File: src/rtl/core_pkg.sv
// Shared core definitions: register address width, opcode constants and the
// hazard controller's FSM state and hazard-select encodings.
package core_pkg;

   localparam int unsigned REG_AW = 5;

   localparam logic [6:0] OP_R = 7'h33;
   localparam logic [6:0] OP_B = 7'h63;

   typedef logic [1:0] hz_state_t;
   localparam hz_state_t StRun     = 2'd0;
   localparam hz_state_t StMemWait = 2'd1;
   localparam hz_state_t StErr     = 2'd2;

   // Winning hazard after priority resolution (memstall > redirect > loaduse).
   typedef logic [1:0] hz_sel_t;
   localparam hz_sel_t HzNone  = 2'd0;
   localparam hz_sel_t HzMem   = 2'd1;
   localparam hz_sel_t HzRedir = 2'd2;
   localparam hz_sel_t HzLoad  = 2'd3;

endpackage

File: src/rtl/hazard_detect.sv
// Combinational load-use detector and hazard priority encoder.
module hazard_detect #(
   parameter int unsigned REG_AW = core_pkg::REG_AW
) (
   input  logic              [REG_AW-1:0] id_rs1_i,
   input  logic              [REG_AW-1:0] id_rs2_i,
   input  logic                           use_rs1_i,
   input  logic                           use_rs2_i,
   input  logic              [REG_AW-1:0] ex_rd_i,
   input  logic                           ex_mem_read_i,
   input  logic                           ex_redirect_i,
   input  logic                           mem_req_i,
   input  logic                           mem_ready_i,
   output core_pkg::hz_sel_t              sel_o
);
   import core_pkg::*;

   logic loaduse;
   logic memstall;

   always_comb begin
      loaduse  = ex_mem_read_i && (ex_rd_i != '0) &&
                 ((use_rs1_i && (ex_rd_i == id_rs1_i)) ||
                  (use_rs2_i && (ex_rd_i == id_rs2_i)));
      memstall = mem_req_i && !mem_ready_i;

      if (memstall) begin
         sel_o = HzMem;
      end else if (ex_redirect_i) begin
         sel_o = HzRedir;
      end else if (loaduse) begin
         sel_o = HzLoad;
      end else begin
         sel_o = HzNone;
      end
   end

endmodule

File: src/rtl/hazard_stall_ctrl.sv
// Pipeline hazard/stall controller: Mealy FSM for memory waits with timeout,
// plus saturating stall-cycle and flush performance counters.
module hazard_stall_ctrl #(
   parameter int unsigned REG_AW      = core_pkg::REG_AW,
   parameter int unsigned CNT_W       = 16,
   parameter int unsigned MEM_TIMEOUT = 255
) (
   input  logic              clk,
   input  logic              rst,
   input  logic [REG_AW-1:0] IF_ID_rs1,
   input  logic [REG_AW-1:0] IF_ID_rs2,
   input  logic              use_rs1,
   input  logic              use_rs2,
   input  logic [REG_AW-1:0] ID_EX_rd,
   input  logic              ID_EX_MemRead,
   input  logic              EX_redirect,
   input  logic              EX_MEM_MemReq,
   input  logic              MemReady,
   output logic              PCWrite,
   output logic              IF_IDWrite,
   output logic              IF_IDFlush,
   output logic              ID_EXBubble,
   output logic              PipeFreeze,
   output logic              mem_timeout,
   output logic [CNT_W-1:0]  stall_cycles,
   output logic [CNT_W-1:0]  flush_count
);
   import core_pkg::*;

   localparam int unsigned WaitW = (MEM_TIMEOUT > 1) ? $clog2(MEM_TIMEOUT) : 1;
   localparam logic [WaitW-1:0] WaitLast = WaitW'(MEM_TIMEOUT - 1);

   hz_state_t        state_q, state_d;
   hz_sel_t          sel;
   logic [WaitW-1:0] wait_cnt_q, wait_cnt_d;
   logic             mem_timeout_q, mem_timeout_d;
   logic [CNT_W-1:0] stall_q, stall_d;
   logic [CNT_W-1:0] flush_q, flush_d;
   logic             redirect_flush;

   hazard_detect #(
      .REG_AW (REG_AW)
   ) u_detect (
      .id_rs1_i      (IF_ID_rs1),
      .id_rs2_i      (IF_ID_rs2),
      .use_rs1_i     (use_rs1),
      .use_rs2_i     (use_rs2),
      .ex_rd_i       (ID_EX_rd),
      .ex_mem_read_i (ID_EX_MemRead),
      .ex_redirect_i (EX_redirect),
      .mem_req_i     (EX_MEM_MemReq),
      .mem_ready_i   (MemReady),
      .sel_o         (sel)
   );

   always_comb begin
      PCWrite        = 1'b1;
      IF_IDWrite     = 1'b1;
      IF_IDFlush     = 1'b0;
      ID_EXBubble    = 1'b0;
      PipeFreeze     = 1'b0;
      redirect_flush = 1'b0;
      state_d        = state_q;
      wait_cnt_d     = '0;
      mem_timeout_d  = mem_timeout_q;

      if (state_q == StErr) begin
         PCWrite     = 1'b0;
         IF_IDWrite  = 1'b0;
         PipeFreeze  = 1'b1;
         ID_EXBubble = 1'b1;
      end else begin
         unique case (sel)
            HzMem: begin
               PCWrite    = 1'b0;
               IF_IDWrite = 1'b0;
               PipeFreeze = 1'b1;
               state_d    = StMemWait;
               if (state_q == StMemWait) begin
                  if (wait_cnt_q == WaitLast) begin
                     state_d       = StErr;
                     mem_timeout_d = 1'b1;
                  end else begin
                     wait_cnt_d = wait_cnt_q + WaitW'(1);
                  end
               end
            end
            HzRedir: begin
               IF_IDFlush     = 1'b1;
               ID_EXBubble    = 1'b1;
               redirect_flush = 1'b1;
               state_d        = StRun;
            end
            HzLoad: begin
               PCWrite     = 1'b0;
               IF_IDWrite  = 1'b0;
               ID_EXBubble = 1'b1;
               state_d     = StRun;
            end
            HzNone: begin
               state_d = StRun;
            end
         endcase
      end

      stall_d = (!PCWrite && (stall_q != '1)) ? stall_q + CNT_W'(1) : stall_q;
      flush_d = (redirect_flush && (flush_q != '1)) ? flush_q + CNT_W'(1) : flush_q;

      // Reset forces a safe bubble/flush pattern regardless of pipeline state.
      if (rst) begin
         PCWrite     = 1'b0;
         IF_IDWrite  = 1'b0;
         IF_IDFlush  = 1'b1;
         ID_EXBubble = 1'b1;
         PipeFreeze  = 1'b0;
      end
   end

   always_ff @(posedge clk) begin
      if (rst) begin
         state_q       <= StRun;
         wait_cnt_q    <= '0;
         mem_timeout_q <= 1'b0;
         stall_q       <= '0;
         flush_q       <= '0;
      end else begin
         state_q       <= state_d;
         wait_cnt_q    <= wait_cnt_d;
         mem_timeout_q <= mem_timeout_d;
         stall_q       <= stall_d;
         flush_q       <= flush_d;
      end
   end

   assign mem_timeout  = mem_timeout_q;
   assign stall_cycles = stall_q;
   assign flush_count  = flush_q;

endmodule

File: config.mk
export PLATFORM = sky130hd
export DESIGN_NAME = hazard_stall_ctrl
export DESIGN_NICKNAME = d
export VERILOG_FILES = /design/src/rtl/core_pkg.sv /design/src/rtl/hazard_detect.sv /design/src/rtl/hazard_stall_ctrl.sv
export SDC_FILE = /design/constraint.sdc
export NUM_CORES = 1
export LEC_CHECK = 0
export CAP_MARGIN = 20
export CORE_MARGIN = 2
export CORE_UTILIZATION = 45
export DETAILED_ROUTE_END_ITERATION = 7
export MAX_ROUTING_LAYER = met4
export PLACE_DENSITY = 0.77
export SYNTH_ARGS = -nofsm -noshare
export SYNTH_HDL_FRONTEND = slang
export SYNTH_HIERARCHICAL = 1
export SYNTH_SLANG_ARGS = --single-unit
File: constraint.sdc
create_clock -name clk -period 3.4 [get_ports clk]
set_clock_uncertainty 0.1 [all_clocks]
set_input_delay 0.85 -clock clk [delete_from_list [all_inputs] [get_ports clk]]
set_output_delay 0.85 -clock clk [all_outputs]
set_load 0.05 [all_outputs]
# Word-level counts from Yosys, hierarchy flattened
# Cells that the tools add are included.
# word_totals
register_bits,43
input_bits,23
# op_classes
n_addsub,3
eq_ne,10
muxes,18
bitwise_logic,3
reduce_logical,17
# op_table
operator,n
$add A16 B1 Y16 const B,2
$ne A16 B16 Y1 const B,2
$mux W1,12
$eq A5 B5 Y1,2
$mux W2,5
$add A8 B1 Y8 const B,1
$eq A8 B8 Y1 const B,1
$logic_and A1 B1 Y1,7
$eq A2 B2 Y1 const B,3
$reduce_bool A5 Y1,1
$reduce_or A5 Y1,1
$eq A2 B1 Y1 const B,2
$pmux W2 S2,1
$reduce_and A4 Y1,1
$reduce_or A2 Y1,2
$not A1 Y1,3
$reduce_or A3 Y1,1
$logic_not A1 Y1,2
$logic_not A2 Y1,1
$logic_or A1 B1 Y1,1

# Longest topological paths before layout
# Gate-level depths: netlist (run 1).
# depth
ltp_word,13
ltp_mapped,9

# Modules after synthesis
# Netlist (run 1), hierarchy kept.
# modules_own_cells
mod,instances,cells_per_inst,area_per_inst_um2
hazard_stall_ctrl,1,256,2279.7
hazard_detect,1,21,172.7

# Worst setup path before layout (run 1)
# No wires, ideal clock.
# synth_timing
path_type,in2out
startpoint,in ID_EX_rd[3]
endpoint,out PCWrite
arrival_ns,3.241
setup_slack_ns,-0.791
path_stages,5
n_path_buf,1
cell_sequence,or4_1 o21ai_2 o31ai_2 nor3_1 buf_4
# synth_via
elab_chain_cells,12
# synth_rtl
element,line,source
"start, declared",hazard_stall_ctrl.sv:14,"input logic [REG_AW-1:0] ID_EX_rd,"
$eq A5 B5 Y1 (on tied branches),"hazard_detect.sv:23, hazard_detect.sv:24",
$logic_and A1 B1 Y1 (on tied branches),"hazard_detect.sv:23, hazard_detect.sv:24",
$logic_or A1 B1 Y1,hazard_detect.sv:23,((use_rs1_i && (ex_rd_i == id_rs1_i)) ||
$logic_and A1 B1 Y1 (*),hazard_detect.sv:22,loaduse = ex_mem_read_i && (ex_rd_i != '0) &&
$mux W2 (*),hazard_detect.sv:31,end else if (loaduse) begin
$mux W2 (*),hazard_detect.sv:29,end else if (ex_redirect_i) begin
$mux W2 (*),hazard_detect.sv:27,if (memstall) begin
via sel[0],hazard_stall_ctrl.sv:34,hz_sel_t sel;
$eq A2 B2 Y1 or $eq A2 B1 Y1 (tied branches),--,
$reduce_or A2 Y1 (no line) (*),--,
$mux W1 (*) (3 in a row),--,
"end, declared",hazard_stall_ctrl.sv:19,"output logic PCWrite,"
# The timed path passes the listed nets; every way through them passes the cells marked *.

# Worst setup path in the final report (run 1)
# layout_timing
startpoint,in ID_EX_rd[2]
endpoint,out PipeFreeze
# layout_via
elab_chain_cells,11
# layout_rtl
element,line,source
$eq A5 B5 Y1 (on tied branches),"hazard_detect.sv:23, hazard_detect.sv:24",
$logic_and A1 B1 Y1 (on tied branches),"hazard_detect.sv:23, hazard_detect.sv:24",
$logic_or A1 B1 Y1,hazard_detect.sv:23,
$logic_and A1 B1 Y1 (*),hazard_detect.sv:22,
$mux W2 (*),hazard_detect.sv:31,
$mux W2 (*),hazard_detect.sv:29,
$mux W2 (*),hazard_detect.sv:27,
via sel[0],hazard_stall_ctrl.sv:34,
$eq A2 B1 Y1 (*),hazard_stall_ctrl.sv:73,unique case (sel)
$mux W1 (*),hazard_stall_ctrl.sv:73,
$mux W1 (*),hazard_stall_ctrl.sv:67,if (state_q == StErr) begin
$mux W1 (*),hazard_stall_ctrl.sv:110,if (rst) begin
"end, declared",hazard_stall_ctrl.sv:23,"output logic PipeFreeze,"
# Marked as above.

==> results.md, run 1 <==
- Post-synthesis xor/xnor area fraction: 0.0571
- Placed cell count: 414
- Antenna diode count: 0
- Maximum root-to-sink buffer count: 2
- Syn Inst Count: 277
- Status: finished clean
- Clock latency reported for the late side of the worst-skew pair: 0.29 ns
- Crit start category: primary input
- Synth Area in Adders: 0.0204
- Cell type of the slowest stage on the worst timing path: sky130_fd_sc_hd__nor4_4
- Worst-case hold path end point: mem_timeout
- Clk sink count: 43
- Final-report max-slew violation count: 0
- Share of the clock period used by the worst path: 0.992
- Hold Path Origin: mem_timeout
- Number of buffer and inverter stages on the critical path: 3
- Netlist area before placement: 2450 sq um
- R2R Path Start: flush_count[0]
- Worst flop-to-flop path endpoint: flush_count[6]
- RSZ-0062 raised after global routing: yes
- Boundary Pins: 61
- Count of flip-flops with a built-in enable after synthesis: 0
- Effective utilization at floorplan: 0.474
- Share of the yosys chip area belonging to registers: 0.351
- Dominant register cell in the synthesized netlist: sky130_fd_sc_hd__dfxtp_1
- Fill cells: 426
- Number of standard cells in the layout, taps in and fillers out: 427
- Tmin final: 3.37 ns
- Worst min-delay path class: reg2reg
- Commonest cells after routing, fill and taps aside: sky130_fd_sc_hd__dfxtp_1 (43), sky130_fd_sc_hd__clkdlybuf4s50_1 (40), sky130_fd_sc_hd__nor2_1 (25)
- Number of remaining DRC errors: 0
- Syn avg cell area: 8.85 sq um
- Fraction of final layout cells sized beyond drive strength 1: 0.232
- Number of failing hold endpoints at the final stage: 0
- Relative slew slack: 0.574
- Number of cells traversed by the worst register-to-register path: 5
- Total Routed Length: 5950 um
- Number of CTS-inserted buffers: 5
- CTS clock-pin slew for the worst setup and hold paths: 0.08 ns
- Actual slew at the worst max-slew pin: 0.635 ns
- Cell area power density: 309 nW/um^2
- CTS tree: built
- Multiplexer share of the synthesized area: 0.0561
- Number of DRC markers in iteration 0: 95
- First drt pass iteration count: 4
- Maximum fanout encountered on the critical timing path: 2
- HPWL reported at the end of detailed placement: 4330 um
- Fraction of registers with async set or reset after synthesis: 0
- CP required: 2.45 ns
- Largest net degree at the start of global routing: 21
- # rows: 26
- Chip height: 77.8 um
- Fmax: 0.296 GHz
- Lkg Pwr: 1.30 nW
- Overall die area: 6060 sq um
- Setup violation total in the final timing report: 0
- Fin Hold WS: 0.356 ns
- Chain of cells forming the critical path: buf_6 > xor2_4 > nor4_4 > a32oi_4 > o31ai_4 > buf_4 > nand2b_4 > a21oi_4 > buf_12
- Via count of the first global-routing pass: 2226
- Main combinational cell family by area after synthesis: simple AND/OR/NAND/NOR gates
- Number of antenna violations at the first check in global routing: 0
- FF+latch count, synth: 43
- Library cells used by synthesis: 60
- Max Cap Viol: 0
- # hold bufs at CTS: 0
- Root buffer selected by CTS: sky130_fd_sc_hd__clkbuf_8
- Fin nets: 383
- Critical setup path kind: in2out
- Overall overflow remaining after global route: 0
- Register-to-register setup slack: 1.12 ns
- Routed wire per std cell: 13.9 um
- Number of synthesis warnings: 6
- Maximum level of the CTS H-tree: 2
- Hold path cells: 2
- Family with the most delay on the worst path: compound AO/OA/AOI/OAI gates
- Largest incremental delay on the critical path: 0.31 ns
- Remaining antenna violation count after routing: 0
- Syn nets: 304
- Standard cell core area: 5170 sq um
- Signal arrival time at the worst endpoint: 2.42 ns
- CP Capture Type: output pin
- Overall via count from detail_route: 2400
- Width of the chip: 77.8 um
- Simple-gate portion of the synthesized area: 0.320
- Syn-to-layout area delta: 43.2%
- PortBufs: 60
- Maximum ir drop on the vdd rail: 0.162 mV
- Placer's final routability congestion estimate: 0.818
- Wire length of the first global-routing pass: 10000 um
- Compound-cell area share of the yosys netlist: 0.160
- Most frequent standard cell in the layout excluding fill and tap cells: sky130_fd_sc_hd__dfxtp_1
- Average vias per placed instance: 5.62
- Global-route usage over all layers: 0.207
## per-stage QoR
step	utilization	power (mW)	setup TNS, ns	area [sq um]	setup WS [ns]
after floorplan	-	0.597	-0.136	2490	-0.0708
after global placement	0.630	0.657	-4.67	3260	-0.362
after detailed placement	0.630	0.660	-6.14	3260	-0.402
after CTS	0.658	1.07	0	3400	0.00622
after global routing	0.679	1.13	-0.103	3510	-0.0393
final	0.679	1.08	0	3510	0.0262
## cell usage after synthesis (all sizes together), types with 4 or more instances
library cell  instances  share of area
nor3                  6          0.014
xnor2                 5          0.018
and4                  4          0.015
nor4                  7          0.029
ha                    4          0.020
a21oi                20          0.041
o31ai                10          0.033
or4                  12          0.037
nand3                12          0.027
inv                   7          0.011
nor2b                14          0.039
nand2                17          0.027
xor2                 11          0.039
nand4                 8          0.026
dfxtp                43           0.35
o21ai                10          0.022
nor2                 25          0.038
buf                  10          0.022
or3                   6          0.015
mux2                 11          0.052
## sequential cells by signal, summed over array words and instances (netlist names)
signal	count
flush_count	16
state_q	2
stall_cycles	16
wait_cnt_q	8
mem_timeout	1
## layer usage
layer | track usage | part of all wire | up-vias
li1 | - | - | 1185
met1 | 0.255 | 0.46 | 1144
met2 | 0.334 | 0.47 | 62
met3 | 0.0477 | 0.046 | 9
met4 | 0.0696 | 0.017 | 0
met5 | - | 0 | -
## worst reg2reg max path: stages (launching register included)
cell and delay [ns]:
sky130_fd_sc_hd__dfxtp_1 0.41, sky130_fd_sc_hd__ha_1 0.27, sky130_fd_sc_hd__nand4_2 0.23, sky130_fd_sc_hd__nor4_4 0.67, sky130_fd_sc_hd__nor3_1 0.16, sky130_fd_sc_hd__mux2_4 0.33
## layout make-up
type                    instances  area, sq um  share of cell area
clock buffers                   6         82.6              0.0235
well taps                      70         87.6              0.0249
repair buffers                 84          773               0.220
flip-flops and latches         43          861               0.245
inverters                       7         26.3             0.00748
clock inverters                 2         35.0             0.00998
multi-input cells             215         1650               0.469
## repair_timing
item,4_1_cts,5_1_grt
gates resized for setup,45,29
pin swaps,15,14
setup buffers,0,5
endpoints found under the setup margin,7,5
## how the worst max path moves through the flow
stage                  from  depth (start not counted)     endpoint  slack (ns)
6_report        ID_EX_rd[2]                          9   PipeFreeze        0.03
5_1_grt         ID_EX_rd[1]                          8      PCWrite       -0.04
4_1_cts        IF_ID_rs2[3]                          7   PipeFreeze       0.006
3_5_place_dp    ID_EX_rd[3]                          7  ID_EXBubble       -0.40
3_3_place_gp    ID_EX_rd[3]                          8   PipeFreeze       -0.36
2_1_floorplan   ID_EX_rd[2]                          6   PipeFreeze       -0.07
## power by group
group	switching, mW	internal, mW
Combinational	0.0861	0.0732
Sequential	0.00486	0.507
Clock	0.175	0.238
Total	0.266	0.818
## cell families (layout without fill, tap and decap cells)
| family | Yosys count | in the layout |
|---|---|---|
| xor gates and xnor gates | 16 | 16 |
| AOI/OAI and AO/OA | 56 | 56 |
| DFF | 43 | 43 |
| and+or+nand+nor | 127 | 127 |
| muxes | 12 | 12 |
| buffers and inverters | 19 | 99 |
| adders and majority gates | 4 | 4 |
No activity file was read; power rests on OpenSTA's default activity.
==> run 2: changes to the inputs <==
CELL_PAD_IN_SITES_DETAIL_PLACEMENT = 2   (was unset)
CELL_PAD_IN_SITES_GLOBAL_PLACEMENT = 2   (was unset)
CORE_UTILIZATION = 26   (was 45)
PLACE_DENSITY = unset   (was 0.77)
PLACE_DENSITY_LB_ADDON = 0.1   (was unset)
==> results.md, run 2 (synthesis results as in run 1) <==
- Largest incremental delay on the critical path: 0.53 ns
- Crit start category: primary input
- Max Cap Viol: 0
- Overall overflow remaining after global route: 0
- Fmax: 0.294 GHz
- Setup slack of the critical path after layout: 0.00271 ns
- Routed wire per std cell: 15.6 um
- CP required: 2.45 ns
- Width of the chip: 101 um
- Worst min-delay path class: reg2reg
- PortBufs: 60
- Maximum fanout encountered on the critical timing path: 3
- Chain of cells forming the critical path: buf_8 > or4_4 > o21ai_2 > buf_4 > o31ai_4 > buf_4 > nor2b_4 > nand2_2 > nand2_4 > buf_8
- Chip height: 101 um
- Share of the clock period used by the worst path: 0.999
- Placer's final routability congestion estimate: 0.696
- Critical setup path kind: in2out
- Number of antenna violations at the first check in global routing: 0
- Signal arrival time at the worst endpoint: 2.45 ns
- Most frequent standard cell in the layout excluding fill and tap cells: sky130_fd_sc_hd__dfxtp_1
- RSZ-0062 raised after global routing: yes
- Actual slew at the worst max-slew pin: 0.841 ns
- Cell type of the slowest stage on the worst timing path: sky130_fd_sc_hd__or4_4
- First drt pass iteration count: 4
- Number of buffer and inverter stages on the critical path: 4
- Maximum level of the CTS H-tree: 2
- Overall via count from detail_route: 2395
- Commonest cells after routing, fill and taps aside: sky130_fd_sc_hd__dfxtp_1 (43), sky130_fd_sc_hd__clkdlybuf4s50_1 (39), sky130_fd_sc_hd__nor2_1 (25)
- Standard cell core area: 9200 sq um
- Setup violation total in the final timing report: 0
- Antenna diode count: 0
- Fraction of final layout cells sized beyond drive strength 1: 0.213
- Via count of the first global-routing pass: 2472
- Total Routed Length: 7210 um
- Cell area power density: 304 nW/um^2
- Family with the most delay on the worst path: simple AND/OR/NAND/NOR gates
- Remaining antenna violation count after routing: 0
- Clk sink count: 43
- Largest net degree at the start of global routing: 31
- Sum Neg Setup Slack: 0 ns
- Wire length of the first global-routing pass: 12100 um
- Fill cells: 1044
- Number of CTS-inserted buffers: 5
- Lkg Pwr: 1.26 nW
- Global-route usage over all layers: 0.152
- Relative slew slack: 0.438
- Average vias per placed instance: 5.17
- Root buffer selected by CTS: sky130_fd_sc_hd__clkbuf_8
- Effective utilization at floorplan: 0.267
- CTS tree: built
- Tmin final: 3.40 ns
- Final-report max-slew violation count: 0
- Number of DRC markers in iteration 0: 67
- Fin nets: 379
- Boundary Pins: 61
- Overall die area: 10200 sq um
- Maximum root-to-sink buffer count: 2
- Status: finished clean
- Number of remaining DRC errors: 0
- # hold bufs at CTS: 0
- # rows: 35
- Setup WS pre-CTS: -0.521 ns
- Number of failing hold endpoints at the final stage: 0
- CP Capture Type: output pin
- HPWL reported at the end of detailed placement: 5340 um
- CTS clock-pin slew for the worst setup and hold paths: 0.08 ns
- Maximum ir drop on the vdd rail: 0.152 mV
- Clock latency reported for the late side of the worst-skew pair: 0.29 ns
- Syn-to-layout area delta: 42.1%
==> run 2: cell count changes in the layout (fill, tap and decap cells not counted), moves of 2 or more <==
cell                              change
sky130_fd_sc_hd__buf_2                +4
sky130_fd_sc_hd__clkbuf_2             -6
sky130_fd_sc_hd__clkdlybuf4s15_1      +3
sky130_fd_sc_hd__buf_6                -3
sky130_fd_sc_hd__buf_4                -2
==> run 2: power by group <==
group          leakage [nW]  switching, mW  internal [mW]
sequential            0.347        0.00550          0.507
combinational         0.858         0.0805         0.0678
clock                0.0513          0.183          0.216
==> run 2: timing repair <==
item	in CTS	in global routing
endpoints found under the setup margin	7	5
pin swaps	18	4
resized for setup	64	4
buffers inserted	2	2
==> run 2: cell type report <==
| type | instances | area (sq um) | share of cell area |
|---|---|---|---|
| tap | 111 | 139 | 0.0399 |
| inverter | 7 | 26.3 | 0.00754 |
| timing repair buffer | 80 | 746 | 0.214 |
| sequential | 43 | 861 | 0.247 |
| clock inverter | 1 | 30.0 | 0.00862 |
| multi-input combinational | 215 | 1610 | 0.462 |
| clock buffer | 6 | 72.6 | 0.0208 |
==> run 2: final timing paths <==
path / depth (start not counted) / end / slack, ns / from
worst min-delay path: 1 / wait_cnt_q[0] / 0.37 / wait_cnt_q[0]
worst max register to register: 6 / stall_cycles[5] / 1.11 / stall_cycles[0]
worst max-delay path: 10 / IF_IDFlush / 0.003 / ID_EX_rd[1]
worst min register to register: 1 / wait_cnt_q[0] / 0.37 / wait_cnt_q[0]
==> run 2: per-stage QoR <==
step | util | hold WS [ns] | area [sq um] | power [mW] | instances
after floorplan | - | 0.330 | 2490 | 0.597 | 277
after global placement | 0.357 | 0.340 | 3280 | 0.658 | 452
after detailed placement | 0.357 | 0.355 | 3280 | 0.660 | 452
after CTS | 0.376 | 0.369 | 3460 | 1.08 | 461
after global routing | 0.379 | 0.404 | 3480 | 1.11 | 463
final | 0.379 | 0.370 | 3480 | 1.06 | 463
==> run 2: routing by layer <==
metal,global-route usage,share of wire
met1,0.190,0.46
met2,0.256,0.50
met3,0.0277,0.033
met4,0.0343,0.0074
met5,-,0
